<file path="src/rtl/spi_xfer_ctrl_if.sv">
// Request/strobe bundle between the SPI register block (master) and the
// transfer sequencer (slave).
interface spi_xfer_ctrl_if #(
  parameter int unsigned DIV_W = 8
);
  logic             start;
  logic [DIV_W-1:0] div;
  logic             cpol;
  logic             cpha;
  logic             sclk;
  logic             ss;
  logic             send_data;
  logic             receive_data;
  logic             mosi_send_sclk;
  logic             mosi_send_sclk0;
  logic             miso_recieve_sclk;
  logic             miso_recieve_sclk0;
  logic             busy;
  logic             done;

  modport master (
    output start, div, cpol, cpha,
    input  sclk, ss, send_data, receive_data, mosi_send_sclk, mosi_send_sclk0,
           miso_recieve_sclk, miso_recieve_sclk0, busy, done
  );

  modport slave (
    input  start, div, cpol, cpha,
    output sclk, ss, send_data, receive_data, mosi_send_sclk, mosi_send_sclk0,
           miso_recieve_sclk, miso_recieve_sclk0, busy, done
  );
endinterface

</file>
<file path="src/rtl/spi_xfer_ctrl.sv">
// One-byte SPI transfer sequencer: sclk generation, slave select and shift-edge strobes.
// Define SPI_CTRL_B2B_EN to let a start during DONE chain the next byte without releasing ss.
module spi_xfer_ctrl #(
  parameter int unsigned DIV_W = 8
) (
  input logic           pclk,
  input logic           preset,
  spi_xfer_ctrl_if.slave bus
);

  typedef enum logic [1:0] {IDLE, SETUP, XFER, DONE} state_e;

  typedef struct packed {
    logic tx_rise;
    logic tx_fall;
    logic rx_rise;
    logic rx_fall;
  } edge_pulse_t;

  state_e           state_q, state_d;
  logic [DIV_W-1:0] div_q, div_d;
  logic [DIV_W-1:0] cnt_q, cnt_d;
  logic             cpol_q, cpol_d;
  logic             cpha_q, cpha_d;
  logic [3:0]       edges_q, edges_d;
  logic             last_q, last_d;
  logic             sclk_q, sclk_d;
  edge_pulse_t      pulse_q, pulse_d;
  logic             load;

  // NOTE: every always_comb output gets a default first, so no path can infer a latch.
  always_comb begin
    state_d = state_q;
    div_d   = div_q;
    cnt_d   = cnt_q;
    cpol_d  = cpol_q;
    cpha_d  = cpha_q;
    edges_d = edges_q;
    last_d  = last_q;
    sclk_d  = sclk_q;
    pulse_d = '0;
    load    = 1'b0;

    unique case (state_q)
      IDLE: begin
        sclk_d = bus.cpol;
        load   = bus.start;
      end
      SETUP: begin
        if (cnt_q == '0) begin
          state_d = XFER;
          cnt_d   = div_q;
        end else begin
          cnt_d = cnt_q - DIV_W'(1);
        end
      end
      XFER: begin
        if (last_q) begin
          state_d = DONE;
        end else if (cnt_q == '0) begin
          cnt_d   = div_q;
          sclk_d  = ~sclk_q;
          edges_d = edges_q + 4'd1;
          last_d  = (edges_q == 4'd15);
          // Rising is the sample edge exactly when cpol equals cpha.
          if (!sclk_q) begin
            if (cpol_q == cpha_q) pulse_d.rx_rise = 1'b1;
            else                  pulse_d.tx_rise = 1'b1;
          end else begin
            if (cpol_q == cpha_q) pulse_d.tx_fall = 1'b1;
            else                  pulse_d.rx_fall = 1'b1;
          end
        end else begin
          cnt_d = cnt_q - DIV_W'(1);
        end
      end
      DONE: begin
        state_d = IDLE;
`ifdef SPI_CTRL_B2B_EN
        load    = bus.start;
`endif
      end
    endcase

    if (load) begin
      state_d = SETUP;
      div_d   = bus.div;
      cnt_d   = bus.div;
      cpol_d  = bus.cpol;
      cpha_d  = bus.cpha;
      edges_d = '0;
      last_d  = 1'b0;
      sclk_d  = bus.cpol;
    end
  end

  // NOTE: sequential state is updated only with non-blocking assignments.
  always_ff @(posedge pclk) begin
    if (preset) begin
      state_q <= IDLE;
      div_q   <= '0;
      cnt_q   <= '0;
      cpol_q  <= 1'b0;
      cpha_q  <= 1'b0;
      edges_q <= '0;
      last_q  <= 1'b0;
      sclk_q  <= 1'b0;
      pulse_q <= '0;
    end else begin
      state_q <= state_d;
      div_q   <= div_d;
      cnt_q   <= cnt_d;
      cpol_q  <= cpol_d;
      cpha_q  <= cpha_d;
      edges_q <= edges_d;
      last_q  <= last_d;
      sclk_q  <= sclk_d;
      pulse_q <= pulse_d;
    end
  end

  assign bus.sclk               = sclk_q;
  assign bus.ss                 = (state_q == IDLE);
  assign bus.busy               = (state_q != IDLE);
  // The SETUP counter starts at the shadow divisor, so equality marks the first SETUP cycle.
  assign bus.send_data          = (state_q == SETUP) && (cnt_q == div_q);
  assign bus.receive_data       = (state_q == DONE);
  assign bus.done               = (state_q == DONE);
  assign bus.mosi_send_sclk     = pulse_q.tx_rise;
  assign bus.mosi_send_sclk0    = pulse_q.tx_fall;
  assign bus.miso_recieve_sclk  = pulse_q.rx_rise;
  assign bus.miso_recieve_sclk0 = pulse_q.rx_fall;

endmodule

</file>
<file path="src/flat_wrapper.sv">
// flat-port wrapper written by rule: the top's interface ports become plain ports
module spi_xfer_ctrl_flat 
#(
  parameter int unsigned DIV_W = 8
)
  (pclk, preset, bus_start, bus_div, bus_cpol, bus_cpha, bus_sclk, bus_ss, bus_send_data, bus_receive_data, bus_mosi_send_sclk, bus_mosi_send_sclk0, bus_miso_recieve_sclk, bus_miso_recieve_sclk0, bus_busy, bus_done);
  spi_xfer_ctrl_if #(.DIV_W(DIV_W)) bus_i ();
  input logic pclk;
  input logic preset;
  input wire logic [$bits(bus_i.start)-1:0] bus_start;
  input wire logic [$bits(bus_i.div)-1:0] bus_div;
  input wire logic [$bits(bus_i.cpol)-1:0] bus_cpol;
  input wire logic [$bits(bus_i.cpha)-1:0] bus_cpha;
  output wire logic [$bits(bus_i.sclk)-1:0] bus_sclk;
  output wire logic [$bits(bus_i.ss)-1:0] bus_ss;
  output wire logic [$bits(bus_i.send_data)-1:0] bus_send_data;
  output wire logic [$bits(bus_i.receive_data)-1:0] bus_receive_data;
  output wire logic [$bits(bus_i.mosi_send_sclk)-1:0] bus_mosi_send_sclk;
  output wire logic [$bits(bus_i.mosi_send_sclk0)-1:0] bus_mosi_send_sclk0;
  output wire logic [$bits(bus_i.miso_recieve_sclk)-1:0] bus_miso_recieve_sclk;
  output wire logic [$bits(bus_i.miso_recieve_sclk0)-1:0] bus_miso_recieve_sclk0;
  output wire logic [$bits(bus_i.busy)-1:0] bus_busy;
  output wire logic [$bits(bus_i.done)-1:0] bus_done;
  assign bus_i.start = bus_start;
  assign bus_i.div = bus_div;
  assign bus_i.cpol = bus_cpol;
  assign bus_i.cpha = bus_cpha;
  assign bus_sclk = bus_i.sclk;
  assign bus_ss = bus_i.ss;
  assign bus_send_data = bus_i.send_data;
  assign bus_receive_data = bus_i.receive_data;
  assign bus_mosi_send_sclk = bus_i.mosi_send_sclk;
  assign bus_mosi_send_sclk0 = bus_i.mosi_send_sclk0;
  assign bus_miso_recieve_sclk = bus_i.miso_recieve_sclk;
  assign bus_miso_recieve_sclk0 = bus_i.miso_recieve_sclk0;
  assign bus_busy = bus_i.busy;
  assign bus_done = bus_i.done;
  spi_xfer_ctrl #(.DIV_W(DIV_W)) u_core (.pclk(pclk), .preset(preset), .bus(bus_i));
endmodule
</file>
<file path="config.mk">
export PLATFORM = sky130hd
export DESIGN_NAME = spi_xfer_ctrl_flat
export DESIGN_NICKNAME = d
export VERILOG_FILES = /design/src/rtl/spi_xfer_ctrl_if.sv /design/src/rtl/spi_xfer_ctrl.sv /design/src/flat_wrapper.sv
export SDC_FILE = /design/constraint.sdc
export NUM_CORES = 1
export LEC_CHECK = 0
export CAP_MARGIN = 20
export CORE_MARGIN = 1
export CORE_UTILIZATION = 58
export DETAILED_ROUTE_END_ITERATION = 8
export PLACE_DENSITY = 0.84
export REMOVE_ABC_BUFFERS = 1
export SYNTH_ARGS = -nofsm -noshare
export SYNTH_HDL_FRONTEND = slang
export SYNTH_SLANG_ARGS = --single-unit
</file>
<file path="constraint.sdc">
create_clock -name pclk -period 3.02 [get_ports pclk]
set_input_delay 0.906 -clock pclk [delete_from_list [all_inputs] [get_ports pclk]]
set_output_delay 0.906 -clock pclk [all_outputs]
set_load 0.1 [all_outputs]
</file>
======== Word level (Yosys, flattened, before mapping) ========
Index checks and enable logic that the tools add are counted.
cells by class
  reductions and logical operators ........ 16
  multiplexer cells ....................... 17
  equality and inequality tests ........... 12
  multipliers ............................. 0
  $add $sub $neg .......................... 2
  bitwise operators ....................... 4
  magnitude comparators ................... 0
  divide/modulo/power cells ............... 0
  shift-type cells ........................ 0
operator list
  operator                                                                 count
  8-bit 2-to-1 mux                                                         3
  8-bit case mux with 2 select lines                                       1
  3-bit AND reduction                                                      4
  5-bit OR reduction                                                       2
  1-bit 2-to-1 mux                                                         9
  3-bit by 1-bit inequality test with 1-bit output, second input constant  3
  3-bit nonzero test                                                       3
  8-bit == test                                                            1
  8-bit logical NOT                                                        1
  8-bit by 1-bit subtractor with 8-bit output, second input constant       1
  2-bit case mux with 3 select lines                                       1
  4-bit by 1-bit adder with 4-bit output, second input constant            1
  2-bit == test, second input constant                                     2
  4-bit == test, second input constant                                     1
  2-bit 2-to-1 mux                                                         2
  2-bit by 1-bit inequality test with 1-bit output, second input constant  2
  1-bit NOT                                                                4
  4-bit nonzero test                                                       1
  3-bit inequality test, second input constant                             1
  2-bit by 1-bit == test with 1-bit output, second input constant          1
  2-bit logical NOT                                                        1
  1-bit case mux with 2 select lines                                       1
  2-bit AND reduction                                                      1
  2-bit nonzero test                                                       1
  3 further kinds                                                          3
word-level totals
  output and inout port bits .............. 10
  bits of input ports ..................... 13
  memory bits (read-only) ................. 0
  memories kept ........................... 0
  RAM bits ................................ 0
  logic and storage cells ................. 64
  latch bits .............................. 0
  register bits after elaboration ......... 30

======== Logic depth before layout (Yosys ltp) ========
  depth after elaboration ................. 5
  gate-level depth with buffers ........... 7
  gate-level depth less buffers ........... 6

======== Worst setup path after synthesis ========
Ideal clock, no wire load.
  path type ............................... reg2out
  start ................................... reg u_core.state_q[0]
  end ..................................... out bus_busy
  stages on the path, launching flop included .. 4
  arrival time ............................ 2.034 ns
  required time ........................... 2.114 ns
  path buffers ............................ 0
  setup slack ............................. 0.080 ns
  cells stage by stage .................... dfxtp_1 -> inv_1 -> ha_1 -> inv_1
between the ends
  longest elaborated chain between the ends .. 1
ends and longest elaborated chain
  what                    RTL line              RTL
  start, declared         spi_xfer_ctrl.sv:20   state_e state_q, state_d;
  start signal, assigned  spi_xfer_ctrl.sv:110  state_q <= state_d;
  2-bit nonzero test      spi_xfer_ctrl.sv:124  assign bus.busy = (state_q != IDLE);
  end, declared           flat_wrapper.sv:22    output wire logic [$bits(bus_i.busy)-1:0] bus_busy;
No other way between the ends.

======== Final worst setup path ========
  start ................................... reg u_core.cnt_q[2]
  end ..................................... out bus_send_data
between the ends
  longest elaborated chain between the ends .. 2
ends and longest elaborated chain
  what                    RTL line              RTL
  start, declared         spi_xfer_ctrl.sv:22   logic [DIV_W-1:0] cnt_q, cnt_d;
  start signal, assigned  spi_xfer_ctrl.sv:112  cnt_q <= cnt_d;
  8-bit == test           spi_xfer_ctrl.sv:126  assign bus.send_data = (state_q == SETUP) && (cnt_q == div_q);
  1-bit logical AND       spi_xfer_ctrl.sv:126
  end, declared           flat_wrapper.sv:16    output wire logic [$bits(bus_i.send_data)-1:0] bus_send_data;
No other way between the ends.

==> impl_metrics.py <==
metrics = {
    "outcome": {
        "status": "finished clean",
    },
    "drt": {
        "wirelength_um": 3890,
        "wl_per_cell_um": 15.6,
        "num_vias": 1554,
        "ant_nets": 0,
        "drt_iter0_markers": 72,
        "first_pass_iters": 4,
        "via_per_inst": 6.22,
        "drc": 0,
    },
    "critical_path": {
        "crit_path_cell_trace": "xnor2_1, nand4_1, nor4_1, and3_1, buf_12",
        "start_kind": "flop",
        "endpoint_kind": "primary output",
        "cpPeakStageDelay_ns": 0.55,
        "crit_family": "simple AND/OR/NAND/NOR gates",
        "critPathRequiredTime_ns": 2.11,
        "cp.buffers_inverters": 1,
        "crit_path_top_delay_cell": "dfxtp_1",
        "cp.arrival_ns": 1.78,
        "cp_max_fo": 8,
        "path_class": "flop to primary output",
    },
    "yosys": {
        "yosysSeqAreaShare_pct": 35.1,
        "synth_area_um2": 1710,
        "synth_cell_types": 50,
        "syn_area_per_cell_um2": 8.69,
        "synth_warnings": 0,
        "synth_ff_type": "dfxtp_1",
        "async_reset_ff_share_pct": 0,
        "synth-seq-cells": 30,
        "synth_edf_count": 0,
        "synthCells": 197,
    },
    "clock_network": {
        "ctsHoldBuffers": 0,
        "cts-root-buf": "clkbuf_4",
        "clk_latency_ns": 0.33,
        "post_cts_buffers": 0,
        "htreeDepth": 2,
        "cts.sinks": 30,
        "ctsResizeCount": 0,
        "cts_buffers": 5,
        "cts_tree": "built",
        "clock_path_buffers": 2,
        "clk_pin_slew_ns": 0.09,
    },
    "cells_and_area": {
        "instances_no_fill": 250,
        "drive_gt1_share_pct": 14.6,
        "antenna_cells": 0,
        "nets": 241,
        "design_area_um2": 1980,
        "fillers": 220,
        "syn_to_final_growth_pct": 15.7,
    },
    "placement": {
        "dpl_cell_area_um2": 1900,
        "dp_hpwl_um": 2760,
        "dp_cells": 242,
        "gp_congestion": 0.890,
        "port-buffer-count": 22,
    },
    "timing": {
        "setup_viol": 0,
        "fin_crit_ns": 2.68,
        "max_freq_mhz": 372,
        "relSlewSlack_pct": 59.8,
        "drv_slew": 0,
        "fin_skew_ns": 0.00859,
        "fin_setup_tns_ns": 0,
        "tightest_slew_ns": 0.601,
        "min_period_over_period_pct": 88.9,
        "hold_violations": 0,
        "rsz0062_at_grt": "false",
    },
    "power": {
        "ir_drop_uv": 835,
        "p_int_mw": 1.10,
        "power.density_nw_per_um2": 1080,
        "power_frac_seq_pct": 29.7,
        "power_frac_comb_pct": 56.6,
        "p_leak_nw": 0.769,
        "switching_share_pct": 48.5,
        "p_switching_mw": 1.04,
        "clkPwrFrac_pct": 13.7,
    },
    "floorplanning": {
        "fp.dieArea_um2": 3170,
        "initial_core_util_pct": 61.5,
        "core_area_um2": 2780,
        "die_h_um": 56.3,
        "dieWidth_um": 56.3,
        "io_pins": 23,
        "placementRows": 19,
    },
    "min_path": {
        "hold_path_class": "flop to flop",
    },
    "global_route": {
        "grt_pass1_wl_um": 6580,
        "overflow": 0,
        "grt_max_degree": 17,
        "grt_pass1_vias": 1452,
        "grt_use_total_pct": 26.5,
        "antenna_found_initial": 0,
    },
    "flow_run": {
        "cap_violations": 0,
    },
}
==> metrics by stage <==
step                power (mW)  setup slack (ns)  util [%]  hold WS (ns)
finish                    2.14             0.335      71.2         0.487
global route              2.27             0.234      71.2         0.518
CTS                       2.12             0.348      71.2         0.495
detailed placement        1.82             0.409      68.4         0.481
global placement          1.78             0.457      68.4         0.459
floorplan                 1.55            0.0797         -         0.449
==> registers in the layout (all words and copies together) (netlist names) <==
| name | flops |
|---|---|
| u_core.bus.mosi_send_sclk | 1 |
| u_core.bus.miso_recieve_sclk0 | 1 |
| u_core.bus.mosi_send_sclk0 | 1 |
| u_core.cnt_q | 8 |
| u_core.cpha_q | 1 |
| u_core.last_q | 1 |
| u_core.state_q | 2 |
| u_core.cpol_q | 1 |
| u_core.div_q | 8 |
| u_core.bus.sclk | 1 |
| u_core.bus.miso_recieve_sclk | 1 |
| u_core.edges_q | 4 |
==> power by group through the flow <==
stage	clock, mW	sequential, mW	combinational (mW)
after floorplan	0	0.652	0.901
after global placement	0	0.631	1.15
after detailed placement	0	0.638	1.18
after CTS	0.299	0.630	1.19
after global routing	0.315	0.650	1.30
final	0.293	0.633	1.21
==> final timing paths <==
check                           slack, ns               from                end  depth (start not counted)
worst max register to register       0.87  u_core.state_q[0]    u_core.cnt_q[5]                          6
worst max-delay path                 0.34    u_core.cnt_q[2]      bus_send_data                          5
worst min-delay path                 0.49  u_core.edges_q[1]  u_core.edges_q[1]                          2
worst min register to register       0.49  u_core.edges_q[1]  u_core.edges_q[1]                          2
==> cells in the final DEF (no fill, tap or decap), types with 7 or more instances in the layout <==
master,netlist,final
a31oi_1,7,7
o21ai_0,10,10
ha_1,10,10
clkdlybuf4s50_1,0,12
dfxtp_1,30,30
a21oi_1,14,14
inv_1,9,9
buf_4,2,11
nor2_1,10,10
nand2_1,28,28
xnor2_1,9,9
xor2_1,7,7
==> final cells by class <==
type	count	area [um^2]	area share, %
Clock buffer	8	78.8	3.98
Inverter	9	33.8	1.71
Multi-Input combinational cell	148	1010	50.8
Sequential cell	30	601	30.3
Tap cell	31	38.8	1.96
Timing Repair Buffer	24	223	11.2
==> worst register-to-register path: cells and delay by family, from the launching register on <==
kind | cells | cell delay (ns)
fa+ha+maj | 1 | 0.30
compound gates | 3 | 0.86
buf+inv | 1 | 0.18
flops | 1 | 0.35
simple gates | 1 | 0.39
==> synth_stat cells, types with 2 or more instances <==
library cell	instances	area [um^2]
inv_1	9	33.8
nor2_1	10	37.5
nor3_1	5	25.0
and3_1	2	12.5
nand4_1	3	18.8
buf_4	2	15.0
o32ai_1	2	17.5
nor4_1	3	18.8
nand2b_1	2	12.5
o211ai_1	4	30.0
ha_1	10	125
dfxtp_1	30	601
a211o_1	2	17.5
clkbuf_1	3	11.3
a21oi_1	14	70.1
buf_6	2	22.5
or3_1	2	12.5
nand2_1	28	105
o21ai_0	10	50.1
a211oi_1	2	15.0
a31oi_1	7	43.8
o221a_2	2	22.5
nand3_1	2	10.0
xnor2_1	9	78.8
xor2_1	7	61.3
==> layer usage <==
| layer | part of all wire [%] | track usage [%] | up-vias |
|---|---|---|---|
| li1 | - | - | 755 |
| met1 | 42 | 35.1 | 719 |
| met2 | 48 | 41.2 | 65 |
| met3 | 7.6 | 5.30 | 15 |
| met4 | 2.3 | 13.2 | 0 |
| met5 | 0 | 0 | - |
==> kinds of logic (layout without fill, tap and decap cells) <==
family	after synthesis	after routing	synth area share, %
DFF	30	30	35.1
muxes	1	1	0.658
buffers and inverters	19	41	6.14
and+or+nand+nor	67	67	20.5
adders and majority gates	10	10	7.31
AOI/OAI and AO/OA	54	54	22.2
xor gates and xnor gates	16	16	8.19
(Power assumes the default switching activity.)
